$ cat src/rtl/seg_pattern_encoder_pkg.sv
// +----------------------------------------------------------------------+
// | seg_enc_pkg: segment pattern / character code constants and types.   |
// | Revision: 1.0                                                         |
// +----------------------------------------------------------------------+
`default_nettype none

package seg_enc_pkg;

  typedef logic [2:0] code_t;

  // Active-low patterns, bit0 = segment a ... bit6 = segment g
  localparam logic [6:0] SEG_H     = 7'b0001001;
  localparam logic [6:0] SEG_E     = 7'b0000110;
  localparam logic [6:0] SEG_L     = 7'b1000111;
  localparam logic [6:0] SEG_O     = 7'b1000000;
  localparam logic [6:0] SEG_BLANK = 7'b1111111;

  localparam code_t CODE_H     = 3'b000;
  localparam code_t CODE_E     = 3'b001;
  localparam code_t CODE_L     = 3'b010;
  localparam code_t CODE_O     = 3'b011;
  localparam code_t CODE_BLANK = 3'b111;

endpackage

`default_nettype wire

$ cat src/rtl/seg_pattern_encoder_if.sv
// +----------------------------------------------------------------------+
// | seg_pattern_encoder_if: sample input and result output handshakes.   |
// | Revision: 1.0                                                         |
// +----------------------------------------------------------------------+
`default_nettype none

interface seg_pattern_encoder_if;
  import seg_enc_pkg::*;

  logic       in_valid;
  logic       in_ready;
  logic [6:0] in_seg;
  logic       out_valid;
  logic       out_ready;
  code_t      out_code;
  logic       out_err;

  modport master (
    output in_valid, in_seg, out_ready,
    input  in_ready, out_valid, out_code, out_err
  );

  modport slave (
    input  in_valid, in_seg, out_ready,
    output in_ready, out_valid, out_code, out_err
  );

endinterface

`default_nettype wire

$ cat src/rtl/seg_pattern_encoder_lookup.sv
// +----------------------------------------------------------------------+
// | seg_lookup: combinational 7-segment pattern to character code.       |
// | Revision: 1.0                                                         |
// +----------------------------------------------------------------------+
`default_nettype none

module seg_lookup
  import seg_enc_pkg::*;
(
  input  logic [6:0] seg_i,
  output code_t      code_o,
  output logic       err_o
);

  always_comb begin
    code_o = CODE_BLANK;
    err_o  = 1'b0;
    case (seg_i)
      SEG_H:     code_o = CODE_H;
      SEG_E:     code_o = CODE_E;
      SEG_L:     code_o = CODE_L;
      SEG_O:     code_o = CODE_O;
      SEG_BLANK: code_o = CODE_BLANK;
      default:   err_o  = 1'b1;
    endcase
  end

endmodule

`default_nettype wire

$ cat src/rtl/seg_pattern_encoder.sv
// +----------------------------------------------------------------------+
// | seg_pattern_encoder: stability-filtered 7-seg pattern to code, with  |
// | optional error counter under SEG_ENC_ERRCNT_EN. Revision: 1.0         |
// +----------------------------------------------------------------------+
`default_nettype none

module seg_pattern_encoder
  import seg_enc_pkg::*;
#(
  parameter int STABLE = 3,
  parameter int CNT_W  = 4,
  parameter int ERR_W  = 8
) (
  input  logic                 CLOCK_50,
  input  logic                 KEY0,
  seg_pattern_encoder_if.slave bus_if
`ifdef SEG_ENC_ERRCNT_EN
  ,
  output logic [ERR_W-1:0]     err_count
`endif
);

  localparam logic [CNT_W-1:0] STABLE_C   = CNT_W'(STABLE);
  localparam bit               STABLE_ONE = (STABLE == 1);

  if (((2 ** CNT_W) <= STABLE) || (STABLE < 1) || (ERR_W < 1)) begin : g_param_check
    $error("seg_pattern_encoder: invalid STABLE/CNT_W/ERR_W");
  end

  logic [CNT_W-1:0] run_q, run_d;
  logic [6:0]       last_q, last_d;
  logic [6:0]       emit_q, emit_d;
  logic             emit_vld_q, emit_vld_d;
  logic             out_valid_q, out_valid_d;
  code_t            out_code_q, out_code_d;
  logic             out_err_q, out_err_d;

  code_t lk_code;
  logic  lk_err;
  logic  in_ready_w, accept, same, qualify;

  seg_lookup u_lookup (
    .seg_i  (bus_if.in_seg),
    .code_o (lk_code),
    .err_o  (lk_err)
  );

  assign in_ready_w = !out_valid_q || bus_if.out_ready;
  assign accept     = bus_if.in_valid && in_ready_w;
  assign same       = (bus_if.in_seg == last_q);

  always_comb begin
    run_d       = run_q;
    last_d      = last_q;
    emit_d      = emit_q;
    emit_vld_d  = emit_vld_q;
    out_valid_d = out_valid_q;
    out_code_d  = out_code_q;
    out_err_d   = out_err_q;
    qualify     = 1'b0;

    if (accept) begin
      if (same) begin
        run_d = (run_q >= STABLE_C) ? STABLE_C : run_q + 1'b1;
      end else begin
        run_d  = CNT_W'(1);
        last_d = bus_if.in_seg;
      end
      // Emit only on the transition into STABLE, never while a run sits saturated
      qualify = (run_d == STABLE_C)
             && ((run_q != STABLE_C) || !same || STABLE_ONE)
             && (!emit_vld_q || (bus_if.in_seg != emit_q));
    end

    if (qualify) begin
      out_valid_d = 1'b1;
      out_code_d  = lk_code;
      out_err_d   = lk_err;
      emit_d      = bus_if.in_seg;
      emit_vld_d  = 1'b1;
    end else if (bus_if.out_ready) begin
      out_valid_d = 1'b0;
    end
  end

  always_ff @(posedge CLOCK_50 or negedge KEY0) begin
    if (!KEY0) begin
      run_q       <= '0;
      last_q      <= SEG_BLANK;
      emit_q      <= SEG_BLANK;
      emit_vld_q  <= 1'b0;
      out_valid_q <= 1'b0;
      out_code_q  <= CODE_BLANK;
      out_err_q   <= 1'b0;
    end else begin
      run_q       <= run_d;
      last_q      <= last_d;
      emit_q      <= emit_d;
      emit_vld_q  <= emit_vld_d;
      out_valid_q <= out_valid_d;
      out_code_q  <= out_code_d;
      out_err_q   <= out_err_d;
    end
  end

  assign bus_if.in_ready  = in_ready_w;
  assign bus_if.out_valid = out_valid_q;
  assign bus_if.out_code  = out_code_q;
  assign bus_if.out_err   = out_err_q;

`ifdef SEG_ENC_ERRCNT_EN
  logic [ERR_W-1:0] err_cnt_q;

  always_ff @(posedge CLOCK_50 or negedge KEY0) begin
    if (!KEY0) begin
      err_cnt_q <= '0;
    end else if (qualify && lk_err && (err_cnt_q != {ERR_W{1'b1}})) begin
      err_cnt_q <= err_cnt_q + 1'b1;
    end
  end

  assign err_count = err_cnt_q;
`endif

endmodule

`default_nettype wire

$ cat src/flat_wrapper.sv
// flat-port wrapper written by rule: the top's interface ports become plain ports
module seg_pattern_encoder_flat import seg_enc_pkg::*;
#(
  parameter int STABLE = 3,
  parameter int CNT_W  = 4,
  parameter int ERR_W  = 8
)
  (CLOCK_50, KEY0, bus_if_in_valid, bus_if_in_seg, bus_if_out_ready, bus_if_in_ready, bus_if_out_valid, bus_if_out_code, bus_if_out_err);
  seg_pattern_encoder_if bus_if_i ();
  input  logic CLOCK_50;
  input  logic KEY0;
  input wire logic [$bits(bus_if_i.in_valid)-1:0] bus_if_in_valid;
  input wire logic [$bits(bus_if_i.in_seg)-1:0] bus_if_in_seg;
  input wire logic [$bits(bus_if_i.out_ready)-1:0] bus_if_out_ready;
  output wire logic [$bits(bus_if_i.in_ready)-1:0] bus_if_in_ready;
  output wire logic [$bits(bus_if_i.out_valid)-1:0] bus_if_out_valid;
  output wire logic [$bits(bus_if_i.out_code)-1:0] bus_if_out_code;
  output wire logic [$bits(bus_if_i.out_err)-1:0] bus_if_out_err;
  assign bus_if_i.in_valid = bus_if_in_valid;
  assign bus_if_i.in_seg = bus_if_in_seg;
  assign bus_if_i.out_ready = bus_if_out_ready;
  assign bus_if_in_ready = bus_if_i.in_ready;
  assign bus_if_out_valid = bus_if_i.out_valid;
  assign bus_if_out_code = bus_if_i.out_code;
  assign bus_if_out_err = bus_if_i.out_err;
  seg_pattern_encoder #(.STABLE(STABLE), .CNT_W(CNT_W), .ERR_W(ERR_W)) u_core (.CLOCK_50(CLOCK_50), .KEY0(KEY0), .bus_if(bus_if_i));
endmodule
$ cat config.mk
export PLATFORM = sky130hd
export DESIGN_NAME = seg_pattern_encoder_flat
export DESIGN_NICKNAME = d
export VERILOG_FILES = /design/src/rtl/seg_pattern_encoder_pkg.sv /design/src/rtl/seg_pattern_encoder_if.sv /design/src/rtl/seg_pattern_encoder_lookup.sv /design/src/rtl/seg_pattern_encoder.sv /design/src/flat_wrapper.sv
export SDC_FILE = /design/constraint.sdc
export NUM_CORES = 1
export LEC_CHECK = 0
export ABC_AREA = 1
export BUFFER_PORTS_ARGS = -buffer_cell sky130_fd_sc_hd__buf_2
export CAP_MARGIN = 25
export CELL_PAD_IN_SITES_DETAIL_PLACEMENT = 0
export CELL_PAD_IN_SITES_GLOBAL_PLACEMENT = 1
export CORE_ASPECT_RATIO = 1.25
export CORE_MARGIN = 1.5
export CORE_UTILIZATION = 40
export DETAILED_ROUTE_END_ITERATION = 10
export GPL_TIMING_DRIVEN = 0
export PLACE_DENSITY_LB_ADDON = 0.12
export SYNTH_ARGS = -nofsm -noshare
export SYNTH_HDL_FRONTEND = slang
export SYNTH_SLANG_ARGS = --single-unit
$ cat constraint.sdc
create_clock -name CLOCK_50 -period 4.7 [get_ports CLOCK_50]
set_input_delay 0.47 -clock CLOCK_50 [delete_from_list [all_inputs] [get_ports CLOCK_50]]
set_output_delay 0.47 -clock CLOCK_50 [all_outputs]
set_load 0.005 [all_outputs]
==> flow_metrics.env, run 1 <==
export IMPL_cts_sink_count=24
export IMPL_postCtsHoldBufs=0
export IMPL_max_slew_worst_pin_slew_ns=0.554
export IMPL_rsz0062_at_grt="false"
export IMPL_synth_ff_latch_count=24
export IMPL_end_kind="flip-flop"
export IMPL_skew_ns=0.00462
export IMPL_cts_path_max_buffers=2
export IMPL_postRouteWirelength_mm=2.98
export IMPL_syn_area_um2=1390
export IMPL_syn_num_nets=208
export IMPL_clk_pin_slew_ns=0.09
export IMPL_synth_flop_cell="dfstp_2"
export IMPL_clockRootBuffer="clkbuf_8"
export IMPL_leakage_uw=0.000812
export IMPL_fin_nets=229
export IMPL_drv_slew=0
export IMPL_drtIter0Drc=53
export IMPL_worstRegToRegCells=8
export IMPL_drt_wirelength_per_cell_um=11.8
export IMPL_max_clock_freq_mhz=562
export IMPL_r2r_slack_ns=2.92
export IMPL_grt_max_degree=25
export IMPL_p_total_uw=477
export IMPL_layout_drive_gt1_share_pct=25.0
export IMPL_nFillCells=346
export IMPL_cap_viol_max_count=0
export IMPL_holdWs_ns=0.187
export IMPL_switching_share_pct=27.5
export IMPL_multi_input_area_um2=616
export IMPL_status="finished, final reports clean"
export IMPL_fin_crit_sh_pct=37.9
export IMPL_die_w_um=55.8
export IMPL_slowest_stage="dfstp_2"
export IMPL_finalHoldViolCount=0
export IMPL_gr_usage_all_layers_pct=18.2
export IMPL_place_congestion=0.779
export IMPL_rows=23
export IMPL_ir_drop_v=0.000175
export IMPL_ys_warn_count=0
export IMPL_place_hpwl_mm=2.35
export IMPL_drtPass1Iterations=4
export IMPL_seqPwrFrac_pct=52.9
export IMPL_cts_made_buffers=3
export IMPL_synth_seq_area_share_pct=44.7
export IMPL_synthTopCellsByArea="dfstp_2 32%, nand2_1 22%, dfrtp_1 13%"
export IMPL_antennaDiodeCount=0
export IMPL_layout_cells_non_filler=253
export IMPL_grt_pass1_vias=1237
export IMPL_avgSynthCellArea_um2=7.11
export IMPL_ys_types=22
export IMPL_path_max_fanout=10
export IMPL_cts_setup_buffers=0
export IMPL_vias=1209
export IMPL_timing_final_crit_period_ns=1.78
export IMPL_area_growth_pct=13.0
export IMPL_powerDensity_nw_per_um2=303
export IMPL_ff_latch_area_um2=622
export IMPL_antenna_found_initial=0
export IMPL_die_h_um=69.0
export IMPL_cts_tree="done"
export IMPL_cts_htree_levels=1
export IMPL_core_area_um2=3250
export IMPL_dieArea_um2=3850
export IMPL_syn_inst=196
export IMPL_synth_edff_count=0
export IMPL_crit_cells=8
export IMPL_overflow=0
export IMPL_slowest_delay_ns=0.55
export IMPL_critical_path_cell_chain="nand2_1 > nand2_1 > nand3_1 > nor3_4 > nand3_2 > buf_6 > nand2_1 > nand2_1"
export IMPL_crit_path_start_kind="flip-flop"
export IMPL_hp_class="in2async"
export IMPL_setup_viol=0
export IMPL_synth_top_area_share_pct=32.1
export IMPL_start_util_pct=42.8
export IMPL_cts_resized=0
export IMPL_p_clk_share_pct=29.1
export IMPL_vias_per_cell=4.78
export IMPL_postPlaceCellArea_um2=1520
export IMPL_dp_cells=249
export IMPL_arrival_ns=1.94
export IMPL_synth_largest_area_cell="dfstp_2"
export IMPL_ioPinCount=17
export IMPL_p_switching_uw=131
export IMPL_drc=0
export IMPL_critPathBufInv=1
export IMPL_tns_ns=0
export IMPL_fin_area_um2=1570
export IMPL_relSlewSlack_pct=63.1
export IMPL_p_int_uw=346
export IMPL_crit_family="simple AND/OR/NAND/NOR gates"
export IMPL_comb_power_share_pct=17.9
export IMPL_cp_data_required_time_ns=4.86
export IMPL_antenna_left=0
export IMPL_io_buffer_count=16
export IMPL_insertion_delay_ns=0.26
export IMPL_synthArstFlopShare_pct=100
export IMPL_grt_pass1_wl_mm=5.40
export IMPL_path_common_cell="nand2_1"
export IMPL_crit_type="reg2reg"
[final cells by class]
class                           instances  share of cell area, %
Sequential cell                        24                   39.5
Multi-Input combinational cell        135                   39.1
Inverter                               34                   8.11
Timing Repair Buffer                   16                   5.09
Clock buffer                            4                   3.50
Tap cell                               37                   2.94
Buffer                                  3                   1.75
[synthesized netlist by cell type, types with 2 or more instances]
| cell type | n |
|---|---|
| o21ai_1 | 2 |
| inv_2 | 4 |
| o21ai_2 | 6 |
| a21oi_1 | 2 |
| o21ai_0 | 9 |
| buf_6 | 2 |
| dfstp_2 | 17 |
| nand3_1 | 6 |
| nand4_1 | 3 |
| inv_1 | 30 |
| nand2_1 | 81 |
| dfrtp_1 | 7 |
| nor2_1 | 13 |
| nor3_1 | 6 |
[sequential cells by signal, indices dropped and copies added (netlist names)]
name,flops
u_core.bus_if.out_code,3
u_core.bus_if.out_err,1
u_core.bus_if.out_valid,1
u_core.emit_q,7
u_core.emit_vld_q,1
u_core.last_q,7
u_core.run_q,4
[path summary, 6_finish.rpt]
check / from / to
max: u_core.last_q[5] / u_core.bus_if.out_err
min reg2reg: u_core.emit_vld_q / u_core.emit_vld_q
max in group asynchronous: KEY0 / u_core.emit_q[1]
max reg2reg: u_core.last_q[5] / u_core.bus_if.out_err
min in group CLOCK_50: u_core.emit_vld_q / u_core.emit_vld_q
min: KEY0 / u_core.emit_vld_q
[through the flow]
stage / util (%) / setup slack (ns)
6_report: 48.4 / 2.92
2_1_floorplan: - / 3.11
3_5_place_dp: 46.7 / 2.71
4_1_cts: 48.4 / 2.88
5_1_grt: 48.4 / 2.74
3_3_place_gp: 46.7 / 2.75
[logic make-up (layout without fill, tap and decap cells)]
logic type / after synthesis / count (layout) / synth area share, %
DFF: 24 / 24 / 44.7
xor gates and xnor gates: 1 / 1 / 0.629
and+or+nand+nor: 114 / 114 / 34.2
adders and majority gates: 1 / 1 / 0.898
AOI/OAI and AO/OA: 19 / 19 / 8.45
buffers and inverters: 37 / 57 / 11.1
[cell usage in the layout (no fill, tap or decap), types with 2 or more instances in the layout]
cell type / instances
nand3_1: 6
o21ai_1: 2
inv_1: 30
inv_2: 4
nand4_1: 3
buf_2: 17
o21ai_2: 6
a21oi_1: 2
nand2_1: 81
clkbuf_8: 4
nor2_1: 13
dfrtp_1: 7
nor3_1: 6
buf_6: 2
dfstp_2: 17
o21ai_0: 9
[power groups by stage]
stage               Sequential [uW]  Combinational [uW]  Clock, uW
detailed placement              256                87.3          0
floorplan                       254                58.5          0
CTS                             253                87.7        145
finish                          253                85.7        139
global placement                254                84.5          0
global route                    256                 103        151
[metal layers]
metal / vias up / GRT usage (%) / part of all wire [%]
met4: 0 / 8.54 / 2.1
met1: 547 / 21.4 / 46
met5: - / 0 / 0
met3: 6 / 2.43 / 3.2
met2: 20 / 33.3 / 48
li1: 636 / - / -
Power figures use the tool's default switching activity.
==> run 2: changes to the inputs <==
clock period = 1.78 ns   (was 4.7 ns; I/O delays follow)
==> run 2 against run 1 <==
Wire length rose by 0.97%. Clock-buffer cell count did not move. Clock power rose to 2.6 times the previous value. Clock skew fell by 0.00095 ns. Sequential power rose to 2.6 times the previous value. Core utilization rose by 1.2 points. First-iteration DRC count fell by 21%. Via count rose by 1.7%. Critical endpoint unchanged. Largest cell class is now multi-input gates.
==> flow_metrics.env, run 2 (synthesis gave the netlist of run 1 again) <==
export IMPL_cts_htree_levels=1
export IMPL_rows=23
export IMPL_cts_sink_count=24
export IMPL_dieArea_um2=3850
export IMPL_drc=0
export IMPL_final_common_cell="nand2_1"
export IMPL_reg2reg_to="u_core.bus_if.out_err"
export IMPL_drtPass1Iterations=4
export IMPL_start_util_pct=42.8
export IMPL_layout_common_cells="81 x nand2_1, 30 x inv_1, 17 x buf_2, 17 x dfstp_2, 12 x nor2_1"
export IMPL_critical_path_cell_chain="nand2_1 > nand2_1 > nand3_2 > nor3_4 > nand3_2 > buf_6 > nand2_1 > nand2_1"
export IMPL_max_clock_freq_mhz=616
export IMPL_cp_data_required_time_ns=1.94
export IMPL_critPathBufInv=1
export IMPL_grt_use_met1_pct=21.4
export IMPL_status="finished, final reports clean"
export IMPL_cts_path_max_buffers=2
export IMPL_path_common_cell="nand2_1"
export IMPL_slowest_delay_ns=0.55
export IMPL_drtIter0Drc=42
export IMPL_grt_pass1_vias=1238
export IMPL_antennaDiodeCount=0
export IMPL_layout_drive_gt1_share_pct=26.8
export IMPL_crit_path_start_kind="flip-flop"
export IMPL_powerDensity_nw_per_um2=786
export IMPL_tns_ns=0
export IMPL_met3_usage_pct=2.43
export IMPL_antenna_found_initial=0
export IMPL_clk_pin_slew_ns=0.08
export IMPL_core_area_um2=3250
export IMPL_setup_viol=0
export IMPL_crit_family="simple AND/OR/NAND/NOR gates"
export IMPL_cts_tree="done"
export IMPL_r2r_slack_ns=0.16
export IMPL_rsz0062_at_grt="false"
export IMPL_postRouteWirelength_mm=3.01
export IMPL_fin_area_um2=1610
export IMPL_cts_made_buffers=3
export IMPL_antenna_left=0
export IMPL_fin_crit_sh_pct=91.2
export IMPL_grt_max_degree=25
export IMPL_place_hpwl_mm=2.35
export IMPL_end_kind="flip-flop"
export IMPL_relSlewSlack_pct=63.1
export IMPL_finalHoldViolCount=0
export IMPL_layout_cells_non_filler=257
export IMPL_min_path_cells=4
export IMPL_cap_viol_max_count=0
export IMPL_grt_busiest_layer="met2"
export IMPL_slowest_stage="dfstp_2"
export IMPL_gr_usage_all_layers_pct=18.2
export IMPL_area_growth_pct=15.9
export IMPL_die_h_um=69.0
export IMPL_arrival_ns=1.78
export IMPL_reg_top3="u_core.emit_q (7), u_core.last_q (7), u_core.run_q (4)"
export IMPL_hp_start="bus_if_out_ready"
export IMPL_clockRootBuffer="clkbuf_8"
export IMPL_fin_util_pct=49.6
export IMPL_crit_type="reg2reg"
export IMPL_vias_per_cell=4.79
export IMPL_ioPinCount=17
export IMPL_die_w_um=55.8
export IMPL_max_slew_worst_pin_slew_ns=0.553
export IMPL_overflow=0
export IMPL_io_buffer_count=16
export IMPL_skew_ns=0.00367
export IMPL_drt_wirelength_per_cell_um=11.7
export IMPL_dp_cells=249
export IMPL_worstRegToRegCells=8
export IMPL_vias=1230
export IMPL_grt_use_met2_pct=33.3
export IMPL_grt_pass1_wl_mm=5.40
export IMPL_drv_slew=0
export IMPL_fin_nets=233
export IMPL_leakage_uw=0.000833
export IMPL_timing_final_crit_period_ns=1.62
export IMPL_hp_class="in2reg"
export IMPL_place_congestion=0.779
export IMPL_reg2reg_from="u_core.last_q[5]"
export IMPL_holdWs_ns=0.178
export IMPL_insertion_delay_ns=0.26
export IMPL_hold_end="u_core.bus_if.out_valid"
export IMPL_ir_drop_v=0.000460
export IMPL_path_max_fanout=10
export IMPL_postPlaceCellArea_um2=1520
-- run 2: changes by cell type in the layout (fill, tap and decap cells not counted), sizes merged --
| cell | previous run | this run |
|---|---|---|
| buf | 19 | 22 |
| dlygate4sd3 | 0 | 1 |
-- run 2: power by group --
group	switching (uW)	total, uW	leakage, uW	internal, uW
Sequential	35.6	667	0.000266	631
Clock	168	366	0.0000288	197
Combinational	145	237	0.000538	91.8
-- run 2: what timing repair did --
item                       CTS  global route
resized for setup            0             2
pin swaps                    1             3
hold buffers                 1             0
setup endpoints to repair    6            17
setup buffers                0             3
hold endpoints to repair     7             0
-- run 2: cell type report --
class                   instances  area [um2]
repair buffers                 20         113
flip-flops and latches         24         622
clock buffers                   4        55.1
inverters                      34         128
multi-input cells             135         623
plain buffers                   3        27.5
well taps                      37        46.3
fillers                       346        1640
-- run 2: per-stage QoR --
stage	setup slack (ns)	total power, uW
floorplan	0.198	824
global placement	0.00691	895
detailed placement	-0.0193	906
CTS	0.0117	1280
global route	0.0176	1360
finish	0.157	1270
-- run 2: worst max-delay path by stage --
stage | slack [ns] | from | end | depth (start not counted)
3_3_place_gp | 0.007 | u_core.last_q[5] | u_core.bus_if.out_err | 8
6_report | 0.16 | u_core.last_q[5] | u_core.bus_if.out_err | 8
4_1_cts | 0.01 | u_core.last_q[4] | u_core.bus_if.out_err | 10
5_1_grt | 0.02 | u_core.bus_if.out_valid | u_core.bus_if.out_code[1] | 10
3_5_place_dp | -0.02 | u_core.last_q[5] | u_core.bus_if.out_err | 8
2_1_floorplan | 0.20 | u_core.last_q[0] | u_core.bus_if.out_err | 7
-- run 2: worst register-to-register path, stage by stage, from the launching register on --
cell and delay [ns]:
dfstp_2 0.55, nand2_1 0.05, nand2_1 0.12, nand3_2 0.16
nor3_4 0.25, nand3_2 0.12, buf_6 0.17, nand2_1 0.06
nand2_1 0.05
-- run 2: metal layers --
metal | vias to the layer above | wire length, um
met4 | 0 | 86
li1 | 643 | -
met5 | - | 0
met1 | 553 | 1370
met2 | 28 | 1440
met3 | 6 | 120
==> run 3: changes to the inputs <==
CORE_UTILIZATION = 41   (was 40)
==> run 3 against run 2 <==
Non-clock buffer count decreased by 2. Die area fell by 2.3%. Sequential share of layout area grew 0.30 points. Worst hold slack better by 0.0054 ns. Critical endpoint unchanged. Critical path depth did not move. First-iteration DRC count decreased by 21%. Register-to-register slack got worse by 0.05 ns. Core utilization increased by 0.055 points. Sequential power barely moved.
==> flow_metrics.env, run 3 (synthesis gave the netlist of run 1 again) <==
export IMPL_reg_top3="u_core.emit_q (7), u_core.last_q (7), u_core.run_q (4)"
export IMPL_p_clk_share_pct=29.0
export IMPL_drt_wirelength_per_cell_um=12.4
export IMPL_max_slew_worst_pin_slew_ns=0.538
export IMPL_dp_slack_ns=0.00226
export IMPL_arrival_ns=1.83
export IMPL_start_util_pct=43.2
export IMPL_r2r_slack_ns=0.10
export IMPL_crit_path_start_kind="flip-flop"
export IMPL_cts_htree_levels=1
export IMPL_grt_max_degree=25
export IMPL_path_max_fanout=10
export IMPL_drtIter0Drc=33
export IMPL_area_growth_pct=15.0
export IMPL_ioPinCount=17
export IMPL_insertion_delay_ns=0.26
export IMPL_holdWs_ns=0.184
export IMPL_path_common_cell="nand2_1"
export IMPL_dp_cells=249
export IMPL_p_switching_uw=353
export IMPL_dieArea_um2=3760
export IMPL_die_w_um=55.1
export IMPL_switching_share_pct=27.8
export IMPL_antenna_left=0
export IMPL_worstRegToRegCells=8
export IMPL_slowest_stage="dfstp_2"
export IMPL_crit_family="simple AND/OR/NAND/NOR gates"
export IMPL_io_buffer_count=16
export IMPL_rsz0062_at_grt="true"
export IMPL_die_h_um=68.2
export IMPL_hp_class="in2reg"
export IMPL_drtPass1Iterations=4
export IMPL_vias=1213
export IMPL_crit_type="reg2reg"
export IMPL_core_area_um2=3220
export IMPL_rows=23
export IMPL_antenna_found_initial=0
export IMPL_cap_viol_max_count=0
export IMPL_skew_ns=0.00235
export IMPL_overflow=0
export IMPL_p_int_uw=917
export IMPL_cts_sink_count=24
export IMPL_reg2reg_to="u_core.bus_if.out_err"
export IMPL_critPathBufInv=1
export IMPL_comb_power_share_pct=18.5
export IMPL_critPathLaunch="u_core.last_q[5]"
export IMPL_fin_nets=231
export IMPL_finalHoldViolCount=0
export IMPL_ir_drop_v=0.000422
export IMPL_status="finished, final reports clean"
export IMPL_layout_drive_gt1_share_pct=25.2
export IMPL_end_kind="flip-flop"
export IMPL_grt_pass1_vias=1150
export IMPL_drv_slew=0
export IMPL_reg2reg_from="u_core.last_q[5]"
export IMPL_layout_common_cells="81 x nand2_1, 30 x inv_1, 17 x dfstp_2"
export IMPL_seqPwrFrac_pct=52.5
export IMPL_vias_per_cell=4.76
export IMPL_setup_viol=0
export IMPL_crit_cells=8
export IMPL_crit_path_end="u_core.bus_if.out_err"
export IMPL_place_hpwl_mm=2.38
export IMPL_cp_data_required_time_ns=1.94
export IMPL_cts_path_max_buffers=2
export IMPL_leakage_uw=0.000823
export IMPL_relSlewSlack_pct=64.2
export IMPL_timing_final_crit_period_ns=1.68
export IMPL_slowest_delay_ns=0.55
export IMPL_max_clock_freq_mhz=597
export IMPL_final_common_cell="nand2_1"
export IMPL_setup_ws_ns=0.105
export IMPL_powerDensity_nw_per_um2=793
export IMPL_gr_usage_all_layers_pct=18.7
export IMPL_critical_path_cell_chain="nand2_1 > nand2_1 > nand3_1 > nor3_4 > nand3_2 > buf_6 > nand2_1 > nand2_1"
export IMPL_cts_made_buffers=3
export IMPL_nFillCells=327
export IMPL_drc=0
export IMPL_clockRootBuffer="clkbuf_8"
export IMPL_cts_tree="done"
export IMPL_grt_pass1_wl_mm=5.00
export IMPL_clk_pin_slew_ns=0.09
export IMPL_layout_cells_non_filler=255
export IMPL_antennaDiodeCount=0
export IMPL_postRouteWirelength_mm=3.15
export IMPL_fin_crit_sh_pct=94.1
export IMPL_place_congestion=0.781
-- run 3: changes by cell type in the layout (fill, tap and decap cells not counted), sizes merged --
| cell | change |
|---|---|
| buf | -3 |
| clkbuf | +1 |
-- run 3: per-stage QoR --
stage | power (uW) | util (%) | setup TNS, ns | instance area [um2]
2_1_floorplan | 824 | - | 0 | 1390
3_3_place_gp | 897 | 47.1 | 0 | 1520
3_5_place_dp | 907 | 47.1 | 0 | 1520
4_1_cts | 1290 | 49.4 | 0 | 1590
5_1_grt | 1350 | 49.7 | -0.127 | 1600
6_report | 1270 | 49.7 | 0 | 1600
-- run 3: final cells by class --
class | count | area [um2] | share of cell area (%)
Buffer | 3 | 30.0 | 1.87
Multi-Input combinational cell | 135 | 623 | 38.9
Clock buffer | 4 | 55.1 | 3.44
Inverter | 34 | 128 | 7.97
Timing Repair Buffer | 18 | 97.6 | 6.09
Sequential cell | 24 | 622 | 38.8
Tap cell | 37 | 46.3 | 2.89
-- run 3: layer usage --
metal / wire length, um / share of wire (%) / track usage (%)
met5: 0 / 0 / 0
met4: 18 / 0.57 / 5.49
met3: 81 / 2.6 / 1.97
met2: 1630 / 52 / 34.4
met1: 1420 / 45 / 22.4
-- run 3: worst min-delay path: stages --
cell	delay [ns]
buf_2	0.07
inv_1	0.03
nand2_1	0.08
nand2_1	0.06
-- run 3: how the worst min path moves through the flow --
| stage | from | end | slack (ns) | cells past startpoint |
|---|---|---|---|---|
| 2_1_floorplan | KEY0 | u_core.bus_if.out_err | -0.12 | 0 |
| 3_3_place_gp | KEY0 | u_core.emit_vld_q | 0.19 | 1 |
| 3_5_place_dp | KEY0 | u_core.emit_vld_q | 0.20 | 1 |
| 4_1_cts | bus_if_out_ready | u_core.bus_if.out_valid | 0.18 | 4 |
| 5_1_grt | bus_if_in_seg[6] | u_core.emit_q[6] | 0.21 | 3 |
| 6_report | bus_if_out_ready | u_core.bus_if.out_valid | 0.18 | 4 |
-- run 3: what timing repair did --
| action | in CTS | in global routing |
|---|---|---|
| hold buffers | 1 | 0 |
| gates resized for setup | 0 | 2 |
| buffers inserted | 1 | 0 |
| setup endpoints to repair | 2 | 3 |
| endpoints found under the hold margin | 7 | 0 |
| pin swaps | 1 | 1 |
| gates cloned | 0 | 0 |
-- run 3: power by group through the flow --
stage / clock network (uW) / logic [uW] / registers, uW
after detailed placement: 0 / 231 / 676
final: 369 / 235 / 667
after floorplan: 0 / 155 / 670
after global placement: 0 / 224 / 672
after global routing: 402 / 273 / 674
after CTS: 383 / 235 / 667
